<file path="src/rtl/gpio_arb_pkg.sv">
// Shared types and constants for the GPIO pin-select arbiter family.
package gpio_arb_pkg;

  typedef enum logic [1:0] {
    IDLE,
    HOLD,
    GAP
  } state_t;

  localparam int unsigned GPIO_IDX_W    = 6;
  localparam int unsigned GPIO_NUM_PINS = 34;

  // Pin 0 is reserved as "no selection" on the decoder, so legal pins start at 1.
  function automatic logic idx_legal(input int unsigned idx, input int unsigned num_pins);
    return (idx != 0) && (idx <= num_pins);
  endfunction

endpackage

</file>
<file path="src/rtl/rr_picker.sv">
// Combinational round-robin picker: first set request at or above the pointer, with wrap.
module rr_picker #(
  parameter int unsigned N     = 4,
  parameter int unsigned PTR_W = 2
) (
  input  logic [N-1:0]     i_req,
  input  logic [PTR_W-1:0] i_ptr,
  output logic [N-1:0]     o_winner,
  output logic             o_any_valid
);

  logic              w_found;
  logic [31:0]       w_sum;
  logic [PTR_W-1:0]  w_pos;

  always_comb begin
    o_winner = '0;
    w_found  = 1'b0;
    w_sum    = '0;
    w_pos    = '0;
    for (int unsigned i = 0; i < N; i++) begin
      w_sum = 32'(i_ptr) + i;
      w_pos = PTR_W'(w_sum % N);
      if (!w_found && i_req[w_pos]) begin
        o_winner[w_pos] = 1'b1;
        w_found         = 1'b1;
      end
    end
  end

  assign o_any_valid = |i_req;

endmodule

</file>
<file path="src/rtl/gpio_pin_arbiter.sv">
// Round-robin owner of the GPIO pin-select path: per-grant dwell, forced idle gap,
// and rejection of pin indices the decoder cannot accept.
module gpio_pin_arbiter
  import gpio_arb_pkg::*;
#(
  parameter int unsigned NUM_REQ  = 4,
  parameter int unsigned IDX_W    = GPIO_IDX_W,
  parameter int unsigned NUM_PINS = GPIO_NUM_PINS,
  parameter int unsigned DWELL_W  = 8
) (
  input  logic                       clk,
  input  logic                       rst,
  input  logic [NUM_REQ-1:0]         req,
  input  logic [NUM_REQ*IDX_W-1:0]   req_idx,
  input  logic [NUM_REQ*DWELL_W-1:0] req_dwell,
  output logic [NUM_REQ-1:0]         grant,
  output logic [IDX_W-1:0]           sel_idx,
  output logic                       busy,
  output logic [NUM_REQ-1:0]         done,
  output logic                       err,
  output logic [NUM_REQ-1:0]         err_id
);

  localparam int unsigned ID_W = (NUM_REQ > 1) ? $clog2(NUM_REQ) : 1;

  state_t             r_state;
  logic [ID_W-1:0]    r_ptr;
  logic [ID_W-1:0]    r_owner;
  logic [DWELL_W-1:0] r_cnt;

  logic [NUM_REQ-1:0] w_win;
  logic               w_any;
  logic [ID_W-1:0]    w_win_id;
  logic [ID_W-1:0]    w_ptr_next;
  logic [IDX_W-1:0]   w_win_idx;
  logic [DWELL_W-1:0] w_win_dwell;
  logic               w_win_legal;

  rr_picker #(
    .N     (NUM_REQ),
    .PTR_W (ID_W)
  ) u_picker (
    .i_req       (req),
    .i_ptr       (r_ptr),
    .o_winner    (w_win),
    .o_any_valid (w_any)
  );

  always_comb begin
    w_win_id = '0;
    for (int unsigned i = 0; i < NUM_REQ; i++) begin
      if (w_win[i]) w_win_id = ID_W'(i);
    end
  end

  assign w_win_idx   = req_idx[w_win_id*IDX_W +: IDX_W];
  assign w_win_dwell = req_dwell[w_win_id*DWELL_W +: DWELL_W];
  assign w_win_legal = idx_legal(32'(w_win_idx), NUM_PINS);
  assign w_ptr_next  = (w_win_id == ID_W'(NUM_REQ - 1)) ? '0 : w_win_id + 1'b1;

  always_ff @(posedge clk) begin
    if (rst) begin
      r_state <= IDLE;
      r_ptr   <= '0;
      r_owner <= '0;
      r_cnt   <= '0;
      grant   <= '0;
      sel_idx <= '0;
      busy    <= 1'b0;
      done    <= '0;
      err     <= 1'b0;
      err_id  <= '0;
    end else begin
      done   <= '0;
      err    <= 1'b0;
      err_id <= '0;
      case (r_state)
        IDLE: begin
          if (w_any) begin
            r_ptr <= w_ptr_next;
            if (w_win_legal) begin
              r_state <= HOLD;
              r_owner <= w_win_id;
              grant   <= w_win;
              sel_idx <= w_win_idx;
              busy    <= 1'b1;
              // Loading dwell-1 gives exactly dwell HOLD cycles; dwell 0 behaves as 1.
              r_cnt   <= (w_win_dwell == '0) ? '0 : w_win_dwell - 1'b1;
            end else begin
              err    <= 1'b1;
              err_id <= w_win;
            end
          end
        end
        HOLD: begin
          if (!req[r_owner] || (r_cnt == '0)) begin
            r_state <= GAP;
            grant   <= '0;
            sel_idx <= '0;
            if (req[r_owner]) done <= grant;
          end else begin
            r_cnt <= r_cnt - 1'b1;
          end
        end
        GAP: begin
          r_state <= IDLE;
          busy    <= 1'b0;
        end
        default: begin
          r_state <= IDLE;
          grant   <= '0;
          sel_idx <= '0;
          busy    <= 1'b0;
        end
      endcase
    end
  end

endmodule

</file>
<file path="config.mk">
export PLATFORM = sky130hd
export DESIGN_NAME = gpio_pin_arbiter
export DESIGN_NICKNAME = d
export VERILOG_FILES = /design/src/rtl/gpio_arb_pkg.sv /design/src/rtl/rr_picker.sv /design/src/rtl/gpio_pin_arbiter.sv
export SDC_FILE = /design/constraint.sdc
export NUM_CORES = 1
export LEC_CHECK = 0
export ABC_AREA = 1
export ABC_CLOCK_PERIOD_IN_PS = 3000
export BUFFER_PORTS_ARGS = -buffer_cell sky130_fd_sc_hd__buf_2
export CAP_MARGIN = 20
export CORE_ASPECT_RATIO = 0.7
export CORE_MARGIN = 1
export CORE_UTILIZATION = 48
export CTS_CLUSTER_DIAMETER = 200
export DETAILED_ROUTE_END_ITERATION = 12
export GPL_TIMING_DRIVEN = 0
export PLACE_DENSITY = 0.85
export SYNTH_ARGS = -nofsm -noshare
export SYNTH_HDL_FRONTEND = slang
export SYNTH_SLANG_ARGS = --single-unit
</file>
<file path="constraint.sdc">
create_clock -name clk -period 3 [get_ports clk]
set_clock_uncertainty 0.15 [all_clocks]
set_input_delay 0.6 -clock clk [delete_from_list [all_inputs] [get_ports clk]]
set_output_delay 0.6 -clock clk [all_outputs]
set_load 0.05 [all_outputs]
</file>
[Word level (Yosys, flattened, before mapping)]
Index checks and enable logic that the tools add are counted.
Widths: inputs -> output; s select.
Storage, ports and cells
  bits in registers: 34
  latch bits: 0
  bits in writable memories: 0
  memory bits (read-only): 0
  bits of input ports: 62
  output and inout port bits: 20
  word-level logic and storage cells: 123
  memories: 0
Cells by class
  add/subtract/negate cells: 6
  multipliers: 1
  div/mod/pow operators: 0
  order comparisons: 10
  equal/unequal tests: 7
  shift-type cells: 2
  multiplexer cells: 50
  bitwise gates (word level): 9
  reduce and logical (&&, ||, !) cells: 28
Operators with widths (number)
  $mux 8: 4
  $shiftx 32x6->8: 1
  $mux 4: 7
  $shiftx 24x6->6: 1
  $mux 6: 3
  $pmux 6 s3: 1
  $logic_not 8->1: 2
  $mux 1: 16
  $pmux 8 s2: 1
  $sub 8x1->8 const B: 2
  $lt 2x3->1 const B: 5
  $mux 2: 6
  $or 4x4->4: 3
  $pmux 4 s3: 1
  $reduce_or 4->1: 3
  $bmux 1 s2: 5
  $reduce_and 3->1: 3
  $demux 1 s2: 4
  $ge 2x1->1 const B: 4
  $logic_and 1x1->1: 8
  $reduce_and 4->1: 2
  $le 6x6->1 const B: 1
  $ne 2x2->1 const B: 3
  $not 1->1: 6
  15 further kinds: 21

[Longest topological paths before layout]
Gate-level depths: netlist of the first run.
  depth after elaboration: 22
  mapped depth: 26
  mapped depth without buffers: 24

[Cells and area by module]
Synthesis of the first run repeated with hierarchy kept, for this count alone.
Unflattened totals
  cells, all modules: 529
  area, all modules: 3051.7 sq um
By module, submodules not included
  gpio_pin_arbiter: times used 1, cells each 455, area each 2648.8 sq um, sequential area each 680.7 sq um
  rr_picker: times used 1, cells each 74, area each 402.9 sq um, sequential area each 0.0 sq um

[Least setup slack after synthesis of the first run]
Ideal clock, no wire load.
  path kind: reg-to-reg
  start point: register r_ptr[0]
  end point: register r_cnt[7]
  setup time: 0.116 ns
  data arrival time: 3.012 ns
  data required time: 2.734 ns
  setup slack: -0.278 ns
  cell stages (with the launch flop): 26
  path buffers: 2
  period minus slack after synthesis: 3.278 ns
  cell sequence: dfxtp_1 -> inv_2 -> ha_1 -> inv_1 -> nand3_1 -> nand2_1 -> nand2_4 -> nor2_4 -> nand2_1 -> nand3b_4 -> nand2_4 -> nand2_4 -> buf_6 -> buf_6 -> nand2_1 -> nand2_1 -> nand2_2 -> inv_1 -> ha_1 -> nand3_1 -> nor2_1 -> nand3_2 -> nand2_1 -> a21oi_1 -> nor2_1 -> nor2_2
Between the ends
  cells in the longest elaborated chain, start to end: 21
  elaborated cells on any way between the ends: 64
  those cells by class: add/sub (4); mul (1); order compare (9); eq/ne (1); shift (2); mux (30); bitwise (3); reduce/logical (14)
Ends and longest elaborated chain
  start: declaration: RTL line gpio_pin_arbiter.sv:27  | logic [ID_W-1:0] r_ptr;
  start signal: assignment: RTL line gpio_pin_arbiter.sv:80  | r_ptr <= w_ptr_next;
  parallel branches: the longest is 11 deep, another holds $lt 2x3->1
  $mux 4 (*): RTL line rr_picker.sv:24  | if (!w_found && i_req[w_pos]) begin
  $mux 1: RTL line gpio_pin_arbiter.sv:52  | if (w_win[i]) w_win_id = ID_W'(i);
  $mux 2: RTL line gpio_pin_arbiter.sv:52
  $mux 2 (*): RTL line gpio_pin_arbiter.sv:52
  named net w_win_id[0]: RTL line gpio_pin_arbiter.sv:33  | logic [ID_W-1:0] w_win_id;
  $mul 2x2->4 or $shiftx 32x6->8 (tied branches): RTL line gpio_pin_arbiter.sv:56, gpio_pin_arbiter.sv:57
  $shiftx 24x6->6, or another cell as far along: RTL line gpio_pin_arbiter.sv:56  | assign w_win_idx = req_idx[w_win_id*IDX_W +: IDX_W];
  $le 6x6->1, or another cell as far along: RTL line gpio_arb_pkg.sv:15  | return (idx != 0) && (idx <= num_pins);
  $logic_and 1x1->1 or $mux 8 (tied branches): RTL line gpio_arb_pkg.sv:15, gpio_pin_arbiter.sv:81
  $ne 2x2->1 (no source line) or $mux 8 (tied branches)
  $reduce_and 4->1 (no source line) or $pmux 8 s2 (tied branches)
  end signal: assignment: RTL line gpio_pin_arbiter.sv:88  | r_cnt <= (w_win_dwell == '0) ? '0 : w_win_dwell - 1'b1;
  end signal: assignment: RTL line gpio_pin_arbiter.sv:102  | r_cnt <= r_cnt - 1'b1;
  end: declaration: RTL line gpio_pin_arbiter.sv:29  | logic [DWELL_W-1:0] r_cnt;
Mark *: on every way through the listed nets, which the timed path passes. The select of a mux whose other input is x is not followed.
A chain may end at the register's enable or synchronous reset.

[Worst setup path in the final report of the first run]
  start point: register r_ptr[0]
  end point: register grant[2]
Between the ends
  cells in the longest elaborated chain, start to end: 21
  elaborated cells on any way between the ends: 60
  those cells by class: add/sub (3); mul (1); order compare (9); eq/ne (1); shift (1); mux (29); bitwise (3); reduce/logical (13)
Ends and longest elaborated chain
  parallel branches: the longest is 11 deep, another holds $lt 2x3->1
  $mux 4 (*): RTL line rr_picker.sv:24
  $mux 1: RTL line gpio_pin_arbiter.sv:52
  $mux 2 (2 in series): RTL line gpio_pin_arbiter.sv:52
  $mul 2x2->4: RTL line gpio_pin_arbiter.sv:56
  $shiftx 24x6->6: RTL line gpio_pin_arbiter.sv:56
  $le 6x6->1 or $reduce_bool 6->1 (tied branches): RTL line gpio_arb_pkg.sv:15
  $logic_and 1x1->1: RTL line gpio_arb_pkg.sv:15
  $ne 2x2->1 (no source line)
  $reduce_and 4->1 (no source line)
  end signal: assignment: RTL line gpio_pin_arbiter.sv:84  | grant <= w_win;
  end: declaration: RTL line gpio_pin_arbiter.sv:16  | output logic [NUM_REQ-1:0] grant,
Every way passes the cells marked *. The select of a mux whose other input is x is not followed.

==> impl_metrics.ini, run 1 <==
[critical_path]
cp-start-kind = flop
critPathArrivalTime_ps = 3270
endpoint = grant[2]
crit_type = flop to flop
reg2reg_from = r_ptr[0]
cp-end-kind = flop
rr_worst_depth = 24
critical_path.max_fanout = 7
worstPathRequired_ps = 3070
timing.rr.end = grant[2]
crit_start = r_ptr[0]
reg2reg_slack_ps = -200

[place]
place_area_mm2 = 0.00356
dp_cells = 657
gp_congestion = 0.929
io_buffers = 80
dpl.hpwl_um = 6650

[logic_synthesis]
synthCells = 502
syn-num-nets = 576
syn-cell-area_mm2 = 0.00302
synth_area_leaders = dfxtp_1 23%, nand2_1 17%, nand3_1 12%
async_reset_ff_share_pct = 0
synthTopCellsByCount = 137 x nand2_1, 75 x nand3_1, 63 x inv_1
synth_cell_type_count = 32
synth_area_leader_cell = dfxtp_1
yosysSeqAreaShare_pct = 22.5
yosysMostFrequentCell = nand2_1
netlist.area_leader.share_pct = 22.5
syn_avg_cell_area_um2 = 6.01
yosys_warnings = 0
synth-seq-cells = 34
synth_ff_type = dfxtp_1
synth_edf_count = 0

[grt]
antenna_found_initial = 0
grt_max_degree = 12
grtUsageTotal_pct = 29.4
grt_pass1_wl_um = 15400
grt.overflow.total = 0
first_global_vias = 3409

[flow_run]
maxCapViolations = 0

[sta]
worst_slew_pin_slew_ps = 625
fin_tns_setup_ps = -2370
hold_viol = 0
drv_slew = 0
setup_viol = 20
setup_slack_ps = -202
rsz0062_at_grt = true
slew_headroom_pct = 58.2
fin_crit_ps = 3200
period_share_pct = 107
fmax_mhz = 312

[detailed_routing]
wl_per_cell_um = 15.6
viasPerCell = 5.61
num_vias = 4020
drtPass1Iterations = 5
routed_wl_um = 11200
route.detailed.drc = 0
drt_iter0_markers = 462
ant_nets = 0

[cts]
cts.clk_slew.worst_paths_ps = 80
cts_tree = done
clock_latency_ps = 300
ctsHtreeMaxLevel = 2
cts-root-buf = clkbuf_8
clock_sinks = 34
tritoncts.num_buffers = 5
clk_path_buf_depth = 2

[floorplanning]
fp.dieH_um = 68.4
die-width_um = 96.8
core_area_mm2 = 0.00590
rows = 23
dieArea_mm2 = 0.00662
io_pins = 82
initial_core_util_pct = 51.2

[finish]
n_antenna_cell = 0
stdcell_count = 717
drive_above_1_share_pct = 42.4
area_growth_pct = 48.4
fillers = 388
nets = 715
design_area_mm2 = 0.00448

[min_path]
hold_path.class = flop to flop

[outcome]
violations = setup timing
status = finished, violations left
-- flip-flops by register name, summed over array words and instances, names as in the netlist --
signal / count
r_state: 2
r_cnt: 8
busy: 1
r_ptr: 2
r_owner: 2
err: 1
grant: 4
sel_idx: 6
err_id: 4
done: 4
-- logic make-up after synthesis --
logic type	share of synthesized area, %
AO/OA/AOI/OAI	7.13
flip-flops	22.5
adder cells (fa/ha/maj)	4.97
XOR/XNOR	1.45
buffers and inverters	12.7
AND/OR/NAND/NOR	51.2
-- critical path, stage by stage, from the launching register on --
cell,delay [ps]
dfxtp_4,390
inv_6,50
buf_4,140
nand2_2,70
nand3_2,90
nand2_4,140
inv_2,70
nand2_1,60
nand2_1,90
clkinv_2,80
nand2_4,70
nor2_8,210
buf_6,160
buf_6,120
nand3b_1,100
nand3_1,130
nand2_2,100
nand2_1,90
nand2_2,70
nand2_4,100
nand3_4,140
inv_4,110
buf_6,130
nand2_1,90
a21oi_1,170
-- metal layers --
layer	global-route usage (%)	vias to the layer above	wire, um
met1	36.7	1814	4280
met4	8.40	0	460
met5	0	-	0
li1	-	1861	-
met3	6.23	67	1340
met2	52.2	278	5140
-- metrics by stage --
step / hold slack (ps) / util [%] / worst slack, ps
after floorplan: 309 / - / 0.708
after global placement: 308 / 60.3 / -411
after detailed placement: 311 / 60.3 / -490
after CTS: 321 / 70.5 / -4.30
after global routing: 367 / 76.0 / -315
final: 329 / 76.0 / -202
-- worst min path at each step --
stage / from / endpoint / slack, ps / cells after the start
floorplan: r_owner[1] / r_owner[1] / 310 / 2
global placement: busy / busy / 310 / 2
detailed placement: busy / busy / 310 / 2
CTS: busy / busy / 320 / 2
global route: grant[3] / done[3] / 370 / 2
finish: busy / busy / 330 / 2
-- layout make-up --
class / instances / area (um2) / share of cell area [%]
tap: 75 / 93.8 / 2.09
clock inverter: 2 / 12.5 / 0.279
timing repair buffer: 132 / 840 / 18.7
multi-input combinational: 381 / 2320 / 51.8
buffer: 14 / 141 / 3.15
clock buffer: 6 / 82.6 / 1.84
sequential: 34 / 688 / 15.4
inverter: 73 / 303 / 6.76
-- timing repair --
| action | CTS | global route |
|---|---|---|
| endpoints found under the setup margin | 23 | 27 |
| setup buffers | 42 | 8 |
| hold buffers | 0 | 0 |
| gates resized for setup | 54 | 70 |
| cloned | 1 | 1 |
| pin swaps | 38 | 42 |
-- placed cells by master (no fill, tap or decap), types with 2 or more instances in the layout --
| master | Yosys | routed |
|---|---|---|
| a21oi_1 | 24 | 16 |
| a21oi_2 | 0 | 8 |
| buf_2 | 4 | 82 |
| buf_4 | 2 | 40 |
| buf_6 | 6 | 18 |
| buf_8 | 0 | 4 |
| clkbuf_1 | 2 | 2 |
| clkbuf_8 | 0 | 6 |
| clkinv_2 | 0 | 2 |
| dfxtp_1 | 34 | 32 |
| dfxtp_4 | 0 | 2 |
| ha_1 | 12 | 9 |
| ha_4 | 0 | 3 |
| inv_1 | 63 | 59 |
| inv_2 | 8 | 5 |
| inv_4 | 0 | 5 |
| inv_6 | 0 | 3 |
| nand2_1 | 137 | 104 |
| nand2_2 | 9 | 36 |
| nand2_4 | 5 | 9 |
| nand2_8 | 0 | 2 |
| nand3_1 | 75 | 59 |
| nand3_2 | 5 | 17 |
| nand3_4 | 1 | 5 |
| nand3b_1 | 10 | 10 |
| nand4_1 | 2 | 2 |
| nor2_1 | 60 | 53 |
| nor2_2 | 7 | 8 |
| nor2_4 | 4 | 10 |
| nor3_1 | 3 | 3 |
| nor4_1 | 2 | 2 |
| o21ai_0 | 9 | 6 |
| o21ai_1 | 5 | 5 |
| o21ai_2 | 0 | 3 |
| o21bai_1 | 2 | 2 |
| xnor2_1 | 3 | 3 |
| xor2_1 | 2 | 2 |
Power of run 1 is not shown: default switching activity piles up to over one toggle a cycle in this logic, so the estimate is an artifact.
==> inputs of run 2 (changes only) <==
--- a/config.mk
+++ b/config.mk
@@ -5,13 +5,13 @@
 export SDC_FILE = /design/constraint.sdc
 export NUM_CORES = 1
 export LEC_CHECK = 0
-export ABC_AREA = 1
+export ABC_AREA = 0
 export ABC_CLOCK_PERIOD_IN_PS = 3000
 export BUFFER_PORTS_ARGS = -buffer_cell sky130_fd_sc_hd__buf_2
 export CAP_MARGIN = 20
 export CORE_ASPECT_RATIO = 0.7
 export CORE_MARGIN = 1
-export CORE_UTILIZATION = 48
+export CORE_UTILIZATION = 47
 export CTS_CLUSTER_DIAMETER = 200
 export DETAILED_ROUTE_END_ITERATION = 12
 export GPL_TIMING_DRIVEN = 0
==> run 2 against run 1 <==
  * The flow still finishes with violations (setup timing)
  * Synthesized cell count down 39%
  * Non-clock buffer count increased by 9
  * Register-to-register slack got worse by 1000 ps
  * Largest cell class unchanged
==> impl_metrics.ini, run 2 <==
[outcome]
status = finished, violations left
violations = setup timing

[place]
dpl.hpwl_um = 6140
gp_congestion = 1.00
io_buffers = 80

[logic_synthesis]
async_reset_ff_share_pct = 0
syn-num-nets = 380
netlist.area_leader.share_pct = 25.5
synth_edf_count = 0
synth_cell_type_count = 76
synth-seq-cells = 34
yosys_warnings = 0
yosysSeqAreaShare_pct = 25.5
syn_avg_cell_area_um2 = 8.73
syn-cell-area_mm2 = 0.00267
synth_area_leaders = dfxtp_1 25%, ha_1 5.6%, a21oi_1 4.1%
synthTopCellsByCount = 34 x dfxtp_1, 24 x nand2_1, 23 x nor2_1
synth_area_leader_cell = dfxtp_1
synth_ff_type = dfxtp_1
synthCells = 306
yosysMostFrequentCell = dfxtp_1

[finish]
reg_top3 = r_cnt x8, sel_idx x6
final-seq-area_um2 = 688
fillers = 277
drive_above_1_share_pct = 58.3
largest_reg_flops = 8
multi_input_area_mm2 = 0.00228
nets = 533
top_register = r_cnt
final_common_cell = buf_2
area_growth_pct = 64.0
n_antenna_cell = 0
layout_common_cells = 80 x buf_2, 49 x buf_4, 32 x dfxtp_1

[critical_path]
timing.rr.end = sel_idx[2]
cp-end-kind = flop
crit_start = r_ptr[0]
crit_type = flop to flop
worstPathRequired_ps = 3050
critPathArrivalTime_ps = 4280
rr_worst_depth = 15
critical_path.max_fanout = 9
reg2reg_from = r_ptr[0]
reg2reg_slack_ps = -1230
cp-start-kind = flop

[grt]
grtUsageTotal_pct = 35.4
grt.overflow.total = 0
first_global_vias = 3213
grt_max_degree = 13
grt_pass1_wl_um = 16200
antenna_found_initial = 0

[floorplanning]
io_pins = 82
initial_core_util_pct = 49.8
fp.dieH_um = 65.1
rows = 22
core_area_mm2 = 0.00537
die-width_um = 92.1
dieArea_mm2 = 0.00600

[cts]
cts_tree = done
clk_path_buf_depth = 2
clock_latency_ps = 310
hold_buffers = 0
cts-root-buf = clkbuf_8
ctsHtreeMaxLevel = 2
clock_sinks = 34
cts.clk_slew.worst_paths_ps = 80
tritoncts.num_buffers = 5

[detailed_routing]
drt_iter0_markers = 477
ant_nets = 0
routed_wl_um = 13100
num_vias = 3674
wl_per_cell_um = 24.7
route.detailed.drc = 0
drtPass1Iterations = 8
viasPerCell = 6.91

[sta]
setup_slack_ps = -1230
slew_headroom_pct = 27.0
period_share_pct = 141
fmax_mhz = 236
rsz0062_at_grt = true
drv_slew = 0
setup_viol = 29
fin_crit_ps = 4230
fin_tns_setup_ps = -30350
hold_viol = 0
worst_slew_pin_slew_ps = 1080

[min_path]
hold_path.class = flop to flop
holdPathStages = 2
hold_end = done[2]
min_from = grant[2]

[flow_run]
maxCapViolations = 0
==> run 2: cell types whose count changed after synthesis, sizes merged, moves of 7 or more <==
cell    delta
nand2    -124
a22o       +9
and2      +10
mux2i      +7
nand3     -72
nand3b    -11
nor2      -45
inv       -51
==> run 2: cell type report <==
type / count / share of cell area [%]
timing repair buffer: 144 / 22.8
clock inverter: 2 / 0.885
multi-input combinational: 243 / 52.1
tap: 72 / 2.06
clock buffer: 6 / 2.14
inverter: 20 / 1.83
sequential: 34 / 15.7
buffer: 11 / 2.43
==> run 2: stage by stage <==
stage / utilization (%) / std cells / area [um2] / setup WS [ps] / hold WS [ps]
4_1_cts: 73.9 / 508 / 3970 / -961 / 303
6_report: 81.7 / 532 / 4380 / -1230 / 324
5_1_grt: 81.7 / 532 / 4380 / -1280 / 339
2_1_floorplan: - / 306 / 2770 / -753 / 313
3_3_place_gp: 60.7 / 458 / 3260 / -1100 / 283
3_5_place_dp: 60.7 / 458 / 3260 / -1130 / 291
==> run 2: kinds of logic (layout without fill, tap and decap cells) <==
kind of cell	count (synthesis)	in the layout	synth area share [%]
AOI/OAI and AO/OA	100	101	30.1
DFF	34	34	25.5
xor gates and xnor gates	4	4	1.31
adders and majority gates	12	12	5.62
and+or+nand+nor	111	112	24.1
buffers and inverters	31	183	6.18
muxes	14	14	7.26
==> run 2: repair_timing <==
action	4_1_cts	5_1_grt
gates cloned	2	0
endpoints found under the setup margin	29	29
pin swaps	36	32
buffers inserted	40	26
gates resized for setup	48	44
==> run 2: worst max-delay path, stage by stage (launching register included) <==
cell      delay [ps]
dfxtp_4          350
buf_6            100
clkinv_4          50
ha_4             270
mux4_2           570
nor2_4           200
buf_4            170
o311ai_4         170
nand2_4          210
nor2_4            90
inv_2            210
o221ai_4         200
o41a_1           570
a211oi_4         420
o22ai_4          170
a22o_1           220
==> run 2: how the worst max path moves through the flow <==
| stage | to | slack [ps] | depth (start not counted) |
|---|---|---|---|
| 2_1_floorplan | r_cnt[6] | -750 | 15 |
| 3_3_place_gp | r_cnt[6] | -1100 | 15 |
| 3_5_place_dp | r_cnt[6] | -1130 | 15 |
| 4_1_cts | r_cnt[6] | -960 | 15 |
| 5_1_grt | sel_idx[2] | -1280 | 15 |
| 6_report | sel_idx[2] | -1230 | 15 |
==> run 2: layer usage <==
metal	vias up	track usage (%)	part of all wire [%]
met3	127	9.95	13
met4	0	17.0	7.9
met1	1692	41.9	34
li1	1475	-	-
met5	-	0	0
met2	380	59.9	45
Power of run 2 is left out for the same reason.
